## config.mk

```make
export PLATFORM = sky130hd
export DESIGN_NAME = trace_command_issuer_flat
export DESIGN_NICKNAME = d
export VERILOG_FILES = /design/src/rtl/trace_command_issuer_if.sv /design/src/rtl/trace_command_issuer.sv /design/src/flat_wrapper.sv
export SDC_FILE = /design/constraint.sdc
export NUM_CORES = 1
export LEC_CHECK = 0
export CAP_MARGIN = 30
export CORE_MARGIN = 10
export CORE_UTILIZATION = 60
export CTS_CLUSTER_SIZE = 20
export DETAILED_ROUTE_END_ITERATION = 8
export DONT_BUFFER_PORTS = 1
export GPL_TIMING_DRIVEN = 0
export PLACE_DENSITY = 0.83
export REMOVE_ABC_BUFFERS = 1
export SLEW_MARGIN = 5
export SYNTH_ARGS = -nofsm -noshare
export SYNTH_HDL_FRONTEND = slang
export SYNTH_SLANG_ARGS = --single-unit
```

## constraint.sdc

```tcl
create_clock -name clk -period 6.3 [get_ports clk]
set_input_delay 1.89 -clock clk [delete_from_list [all_inputs] [get_ports clk]]
set_output_delay 1.89 -clock clk [all_outputs]
set_load 0.1 [all_outputs]
```

## src/rtl/trace_command_issuer_if.sv

```systemverilog
// Loader-side trace line handshake plus the command/address/mode bus decoded by the caches.
interface trace_command_issuer_if #(
    parameter int unsigned ADDR_BITS = 32
);
    logic                 in_valid;
    logic                 in_ready;
    logic [3:0]           in_command;
    logic [ADDR_BITS-1:0] in_address;
    logic                 in_last;
    logic                 mode_in;
    logic [3:0]           command;
    logic [ADDR_BITS-1:0] address;
    logic                 mode;
    logic                 done;
    logic [31:0]          issue_count;
    logic [31:0]          bad_count;

    // master: the issuer itself; slave: loader and caches around it
    modport master (
        input  in_valid, in_command, in_address, in_last, mode_in,
        output in_ready, command, address, mode, done, issue_count, bad_count
    );

    modport slave (
        output in_valid, in_command, in_address, in_last, mode_in,
        input  in_ready, command, address, mode, done, issue_count, bad_count
    );
endinterface

```

## src/rtl/trace_command_issuer.sv

```systemverilog
// Buffers parsed trace lines in a FIFO and issues at most one cache command per clock,
// then drains with NOPs and raises a sticky done flag after the final line.
module trace_command_issuer #(
    parameter int unsigned ADDR_BITS    = 32,
    parameter int unsigned DEPTH        = 8,
    parameter int unsigned DRAIN_CYCLES = 2
) (
    input  logic                   clk,
    input  logic                   reset,
    trace_command_issuer_if.master bus
);
    localparam int unsigned PTR_W = $clog2(DEPTH);
    localparam int unsigned CNT_W = $clog2(DEPTH + 1);
    localparam int unsigned DRN_W = $clog2(DRAIN_CYCLES + 1);
    localparam logic [3:0]  NOP   = 4'hF;

    typedef enum logic [1:0] {IDLE, RUN, DRAIN, DONE} state_t;

    typedef struct packed {
        logic [3:0]           cmd;
        logic [ADDR_BITS-1:0] addr;
        logic                 last;
    } entry_t;

    entry_t               mem_q [DEPTH];
    entry_t               head;
    state_t               state_q, state_d;
    logic [PTR_W-1:0]     wr_ptr_q, wr_ptr_d;
    logic [PTR_W-1:0]     rd_ptr_q, rd_ptr_d;
    logic [CNT_W-1:0]     count_q, count_d;
    logic [DRN_W-1:0]     drain_q, drain_d;
    logic [3:0]           cmd_q, cmd_d;
    logic [ADDR_BITS-1:0] addr_q, addr_d;
    logic                 mode_q, mode_d;
    logic [31:0]          issue_q, issue_d;
    logic [31:0]          bad_q, bad_d;
    logic                 full, empty, ready, push, pop, flush;

    function automatic logic legal_op(input logic [3:0] op);
        case (op)
            4'd0, 4'd1, 4'd2, 4'd3, 4'd4, 4'd8, 4'd9: legal_op = 1'b1;
            default:                                  legal_op = 1'b0;
        endcase
    endfunction

    assign full  = (count_q == CNT_W'(DEPTH));
    assign empty = (count_q == '0);
    assign ready = !full && (state_q != DONE);
    assign push  = bus.in_valid && ready;
    assign head  = mem_q[rd_ptr_q];

    always_comb begin
        state_d  = state_q;
        drain_d  = drain_q;
        cmd_d    = NOP;
        addr_d   = addr_q;
        mode_d   = mode_q;
        issue_d  = issue_q;
        bad_d    = bad_q;
        pop      = 1'b0;
        flush    = 1'b0;

        case (state_q)
            IDLE: begin
                if (push) begin
                    mode_d  = bus.mode_in;
                    state_d = RUN;
                end
            end
            RUN: begin
                if (!empty) begin
                    pop = 1'b1;
                    if (legal_op(head.cmd)) begin
                        cmd_d   = head.cmd;
                        addr_d  = head.addr;
                        issue_d = (issue_q == '1) ? issue_q : issue_q + 32'd1;
                    end else begin
                        bad_d   = (bad_q == '1) ? bad_q : bad_q + 32'd1;
                    end
                    if (head.last) begin
                        state_d = DRAIN;
                        drain_d = DRN_W'(DRAIN_CYCLES);
                    end
                end
            end
            DRAIN: begin
                // counter reaches zero after DRAIN_CYCLES NOPs; the next edge enters DONE
                if (drain_q == '0) begin
                    state_d = DONE;
                    flush   = 1'b1;
                end else begin
                    drain_d = drain_q - DRN_W'(1);
                end
            end
            DONE: begin
                flush = 1'b1;
            end
            default: begin
                state_d = IDLE;
            end
        endcase

        wr_ptr_d = push ? wr_ptr_q + PTR_W'(1) : wr_ptr_q;
        rd_ptr_d = pop  ? rd_ptr_q + PTR_W'(1) : rd_ptr_q;
        case ({push, pop})
            2'b10:   count_d = count_q + CNT_W'(1);
            2'b01:   count_d = count_q - CNT_W'(1);
            default: count_d = count_q;
        endcase

        if (flush) begin
            wr_ptr_d = '0;
            rd_ptr_d = '0;
            count_d  = '0;
        end
    end

    always_ff @(posedge clk or posedge reset) begin
        if (reset) begin
            state_q  <= IDLE;
            drain_q  <= '0;
            wr_ptr_q <= '0;
            rd_ptr_q <= '0;
            count_q  <= '0;
            cmd_q    <= NOP;
            addr_q   <= '0;
            mode_q   <= 1'b0;
            issue_q  <= '0;
            bad_q    <= '0;
        end else begin
            state_q  <= state_d;
            drain_q  <= drain_d;
            wr_ptr_q <= wr_ptr_d;
            rd_ptr_q <= rd_ptr_d;
            count_q  <= count_d;
            cmd_q    <= cmd_d;
            addr_q   <= addr_d;
            mode_q   <= mode_d;
            issue_q  <= issue_d;
            bad_q    <= bad_d;
        end
    end

    // storage needs no reset: occupancy and pointers define what is valid
    always_ff @(posedge clk) begin
        if (push) begin
            mem_q[wr_ptr_q] <= {bus.in_command, bus.in_address, bus.in_last};
        end
    end

    assign bus.in_ready    = ready;
    assign bus.command     = cmd_q;
    assign bus.address     = addr_q;
    assign bus.mode        = mode_q;
    assign bus.done        = (state_q == DONE);
    assign bus.issue_count = issue_q;
    assign bus.bad_count   = bad_q;
endmodule

```

## src/flat_wrapper.sv

```systemverilog
// flat-port wrapper written by rule: the top's interface ports become plain ports
module trace_command_issuer_flat 
#(
    parameter int unsigned ADDR_BITS    = 32,
    parameter int unsigned DEPTH        = 8,
    parameter int unsigned DRAIN_CYCLES = 2
)
  (clk, reset, bus_in_valid, bus_in_command, bus_in_address, bus_in_last, bus_mode_in, bus_in_ready, bus_command, bus_address, bus_mode, bus_done, bus_issue_count, bus_bad_count);
  trace_command_issuer_if #(.ADDR_BITS(ADDR_BITS)) bus_i ();
  input  logic clk;
  input  logic reset;
  input wire logic [$bits(bus_i.in_valid)-1:0] bus_in_valid;
  input wire logic [$bits(bus_i.in_command)-1:0] bus_in_command;
  input wire logic [$bits(bus_i.in_address)-1:0] bus_in_address;
  input wire logic [$bits(bus_i.in_last)-1:0] bus_in_last;
  input wire logic [$bits(bus_i.mode_in)-1:0] bus_mode_in;
  output wire logic [$bits(bus_i.in_ready)-1:0] bus_in_ready;
  output wire logic [$bits(bus_i.command)-1:0] bus_command;
  output wire logic [$bits(bus_i.address)-1:0] bus_address;
  output wire logic [$bits(bus_i.mode)-1:0] bus_mode;
  output wire logic [$bits(bus_i.done)-1:0] bus_done;
  output wire logic [$bits(bus_i.issue_count)-1:0] bus_issue_count;
  output wire logic [$bits(bus_i.bad_count)-1:0] bus_bad_count;
  assign bus_i.in_valid = bus_in_valid;
  assign bus_i.in_command = bus_in_command;
  assign bus_i.in_address = bus_in_address;
  assign bus_i.in_last = bus_in_last;
  assign bus_i.mode_in = bus_mode_in;
  assign bus_in_ready = bus_i.in_ready;
  assign bus_command = bus_i.command;
  assign bus_address = bus_i.address;
  assign bus_mode = bus_i.mode;
  assign bus_done = bus_i.done;
  assign bus_issue_count = bus_i.issue_count;
  assign bus_bad_count = bus_i.bad_count;
  trace_command_issuer #(.ADDR_BITS(ADDR_BITS), .DEPTH(DEPTH), .DRAIN_CYCLES(DRAIN_CYCLES)) u_core (.clk(clk), .reset(reset), .bus(bus_i));
endmodule
```

==> metrics.csv <==
stage;metric;value;unit
outcome;run status;finished, final reports clean;
critical_path;worst setup path class;register to register;
global_routing;largest net degree at the start of global routing;83;
global_routing;vias in the first global route;8871;
power;proportion of power drawn by combinational gates;0.245;
power;Peak VDD IR;0.464;mV
synth;Unique masters post-synth;56;
timing;Achievable Freq;239;MHz
global_routing;grt ovf;0;
timing;setup violators final;0;
timing;Pins Over Slew Limit;0;
timing;fin crit period;4.18;ns
power;clock share of power;0.255;
timing;Final Hold Viols;0;
synth;Synth Register Bits;411;
clock_network;CTS Root Cell;clkbuf_16;
floorplanning;die width;186;microns
layout;layout cells sized above 1;0.220;
power;Leakage;0.00681;uW
timing;Rel. slew slack;0.282;
drt;via count;8809;
timing;Final Cycle Share;0.663;
floorplanning;core area;27000;sq um
drt;drt initial violations;752;
drt;DR vias/cell;6.32;
timing;total negative setup slack;0;ns
run;MaxCap Viol Count;0;
critical_path;Arr. time, crit path;4.62;ns
synth;Mapped Cells;949;
synth;post-synthesis sequential area ratio;0.713;
synth;Post-synth top flop;edfxtp_1;
power;sw frac;0.382;
floorplanning;chip height;186;microns
layout;Total Nets Final;1074;
floorplanning;die area;34600;sq um
critical_path;crit path launch type;register;
clock_network;worst skew pair latency;0.54;ns
layout;area grow syn2layout;17.3;%
layout;n_diodes;0;
global_routing;first-pass GRT wire length;52900;microns
critical_path;critical path's slowest cell;clkinv_1;
clock_network;clk buf depth;3;
clock_network;setup bufs post-CTS;0;
placement;placed insts;1296;
placement;gpl congestion;0.803;
layout;Finished Layout Cells;1394;
synth;asr flop ratio synth;0.280;
drt;Routed WL per cell;25.9;microns
clock_network;Clk pin slew, worst setup/hold paths;0.06;ns
layout;post-route cell area;19400;sq um
drt;drt pass-1 iters;5;
clock_network;CTS Hold Bufs;0;
timing;hold_ws;0.489;ns
clock_network;CTS buffer count;41;
synth;number of synthesized flops with an enable pin;296;
critical_path;critical-path cell list;nor4_1, nand2b_1, clkinv_1, ha_1, xor2_1, ha_1, a21oi_1, xor2_1, or3_1, a21oi_1;
timing;Slew @ Worst Pin;1.08;ns
synth;area of the mapped netlist;16500;sq um
layout;Final Core Density;0.717;
power;internal power;5570;uW
critical_path;crit-path max cell delay;0.97;ns
clock_network;TritonCTS clock tree;done;
power;Pwr Density;465;nW/um^2
critical_path;Crit Path Max Fanout;28;
placement;port bufs;0;
floorplanning;Starting Density;0.611;
timing;RSZ-0062 raised after global routing;no;
critical_path;critical path data required time;6.74;ns
placement;hpwl dp;22400;microns
clock_network;H-tree depth;2;
timing;clock skew;0.0201;ns
clock_network;clock sinks;411;
power;sequential share of power;0.500;
critical_path;Crit. End Element;register;
floorplanning;row cnt;60;
floorplanning;IO Pins;144;
hold_path;hold crit path type;register to register;
placement;Post-DP Area;17600;sq um
synth;Ys Warns;0;
drt;routed wire length;36000;microns
power;P_sw;3440;uW
global_routing;initial antenna violation count;0;
synth;mean area per synthesized cell;17.4;sq um
global_routing;global-route usage over all layers;0.202;
drt;DRC;0;
drt;post-route ant nets;0;
clock_network;post-cts resize count;0;
[power groups by stage]
stage | combinational, uW | sequential, uW | clock (uW)
final | 2210 | 4510 | 2290
after global routing | 2370 | 4560 | 2450
after CTS | 2080 | 4580 | 2320
after detailed placement | 2070 | 4620 | 0
after global placement | 1560 | 4830 | 0
after floorplan | 1250 | 4680 | 0
[synthesized netlist by cell type, types with 2 or more instances]
| library cell | number | area, sq um |
|---|---|---|
| inv_1 | 9 | 33.8 |
| dfrtp_1 | 111 | 2780 |
| mux2_2 | 3 | 33.8 |
| nor2_1 | 55 | 206 |
| buf_2 | 19 | 95.1 |
| nor4bb_1 | 2 | 20.0 |
| buf_6 | 3 | 33.8 |
| xnor2_1 | 30 | 263 |
| mux2i_1 | 36 | 360 |
| mux2i_4 | 2 | 45.0 |
| and3_1 | 12 | 75.1 |
| nand3_1 | 25 | 125 |
| nor3b_1 | 3 | 22.5 |
| and2_1 | 4 | 25.0 |
| nor4_1 | 8 | 50.1 |
| clkbuf_1 | 15 | 56.3 |
| nand2_1 | 34 | 128 |
| nor4b_1 | 3 | 26.3 |
| ha_1 | 12 | 150 |
| mux4_2 | 74 | 1670 |
| nor4_4 | 4 | 85.1 |
| nor3_1 | 25 | 125 |
| buf_1 | 7 | 26.3 |
| a21oi_1 | 41 | 205 |
| or3_1 | 3 | 18.8 |
| edfxtp_1 | 296 | 8890 |
| or4_1 | 2 | 15.0 |
| xor2_1 | 38 | 333 |
| nand3b_1 | 2 | 15.0 |
| and4_1 | 4 | 35.0 |
| dfstp_2 | 4 | 105 |
| o21ai_0 | 4 | 20.0 |
| nand4_1 | 30 | 188 |
| nand4b_1 | 4 | 35.0 |
| nand2b_1 | 4 | 25.0 |
[metal layers]
layer	share of wire	vias up	wire length, microns	GRT usage
met5	0	-	0	0
met3	0.094	51	3400	0.0655
met1	0.38	4567	13500	0.248
met4	0.017	0	617	0.0439
li1	-	3848	-	-
met2	0.51	343	18500	0.342
[placed cells by master, fill, tap and decap left out, types with 5 or more instances in the layout]
cell type / count
a21oi_1: 40
and3_1: 12
buf_16: 33
buf_4: 12
buf_6: 16
clkbuf_1: 21
clkbuf_16: 42
clkbuf_8: 5
dfrtp_1: 108
edfxtp_1: 296
ha_1: 12
inv_1: 8
mux2i_1: 36
mux4_2: 74
nand2_1: 34
nand3_1: 25
nand4_1: 30
nor2_1: 52
nor3_1: 21
nor3_2: 5
nor4_1: 7
xnor2_1: 30
xor2_1: 38
[layout make-up]
class | instances | area, sq um
Clock buffer | 65 | 1190
Clock inverter | 10 | 73.8
Fill cell | 1566 | 7660
Inverter | 10 | 42.5
Multi-Input combinational cell | 483 | 4550
Sequential cell | 411 | 11800
Tap cell | 341 | 427
Timing Repair Buffer | 74 | 1310
[worst max-delay path, delay by kind of cell (launching register included)]
| kind | cells | cell delay [ns] |
|---|---|---|
| DFF | 1 | 0.43 |
| buffers and inverters | 1 | 0.97 |
| AOI/OAI and AO/OA | 2 | 0.28 |
| and+or+nand+nor | 3 | 1.26 |
| adders and majority gates | 2 | 0.85 |
| xor gates and xnor gates | 2 | 0.27 |
[worst paths after layout]
kind | start | endpoint | slack [ns] | cells past startpoint
max in group asynchronous | reset | u_core.bus.command[1]$_DFF_PP1_ | 4.35 | 2
min in group asynchronous | reset | u_core.bus.issue_count[4]$_DFFE_PP0P_ | 1.20 | 1
worst max-delay path | u_core.count_q[0]$_DFFE_PP0P_ | u_core.count_q[2]$_DFFE_PP0P_ | 2.12 | 10
worst min register to register | u_core.drain_q[0]$_DFFE_PP0P_ | u_core.drain_q[0]$_DFFE_PP0P_ | 0.49 | 2
worst max register to register | u_core.count_q[0]$_DFFE_PP0P_ | u_core.count_q[2]$_DFFE_PP0P_ | 2.12 | 10
worst min-delay path | u_core.drain_q[0]$_DFFE_PP0P_ | u_core.drain_q[0]$_DFFE_PP0P_ | 0.49 | 2
[metrics by stage]
stage / power [uW] / setup slack (ns)
CTS: 8980 / 2.12
detailed placement: 6680 / 2.13
floorplan: 5930 / -0.934
global route: 9380 / 1.79
finish: 9010 / 2.12
global placement: 6400 / -4.78
[kinds of logic (layout without fill, tap and decap cells)]
kind of cell,Yosys count,in the layout,synth area share
flops,411,411,0.713
simple gates,234,234,0.0807
mux,115,115,0.128
xor+xnor,68,68,0.0361
buf+inv,55,159,0.0155
compound gates,54,54,0.0180
fa+ha+maj,12,12,0.00909
[sequential cells by signal, indices dropped and copies added (netlist names)]
| name | flops |
|---|---|
| u_core.bus.address | 32 |
| u_core.bus.command | 4 |
| u_core.mem_q | 296 |
| u_core.bus.issue_count | 32 |
| u_core.bus.bad_count | 32 |
| u_core.rd_ptr_q | 3 |
| u_core.wr_ptr_q | 3 |
| u_core.drain_q | 2 |
| u_core.bus.mode | 1 |
| u_core.count_q | 4 |
| u_core.state_q | 2 |
(Power assumes the default switching activity.)
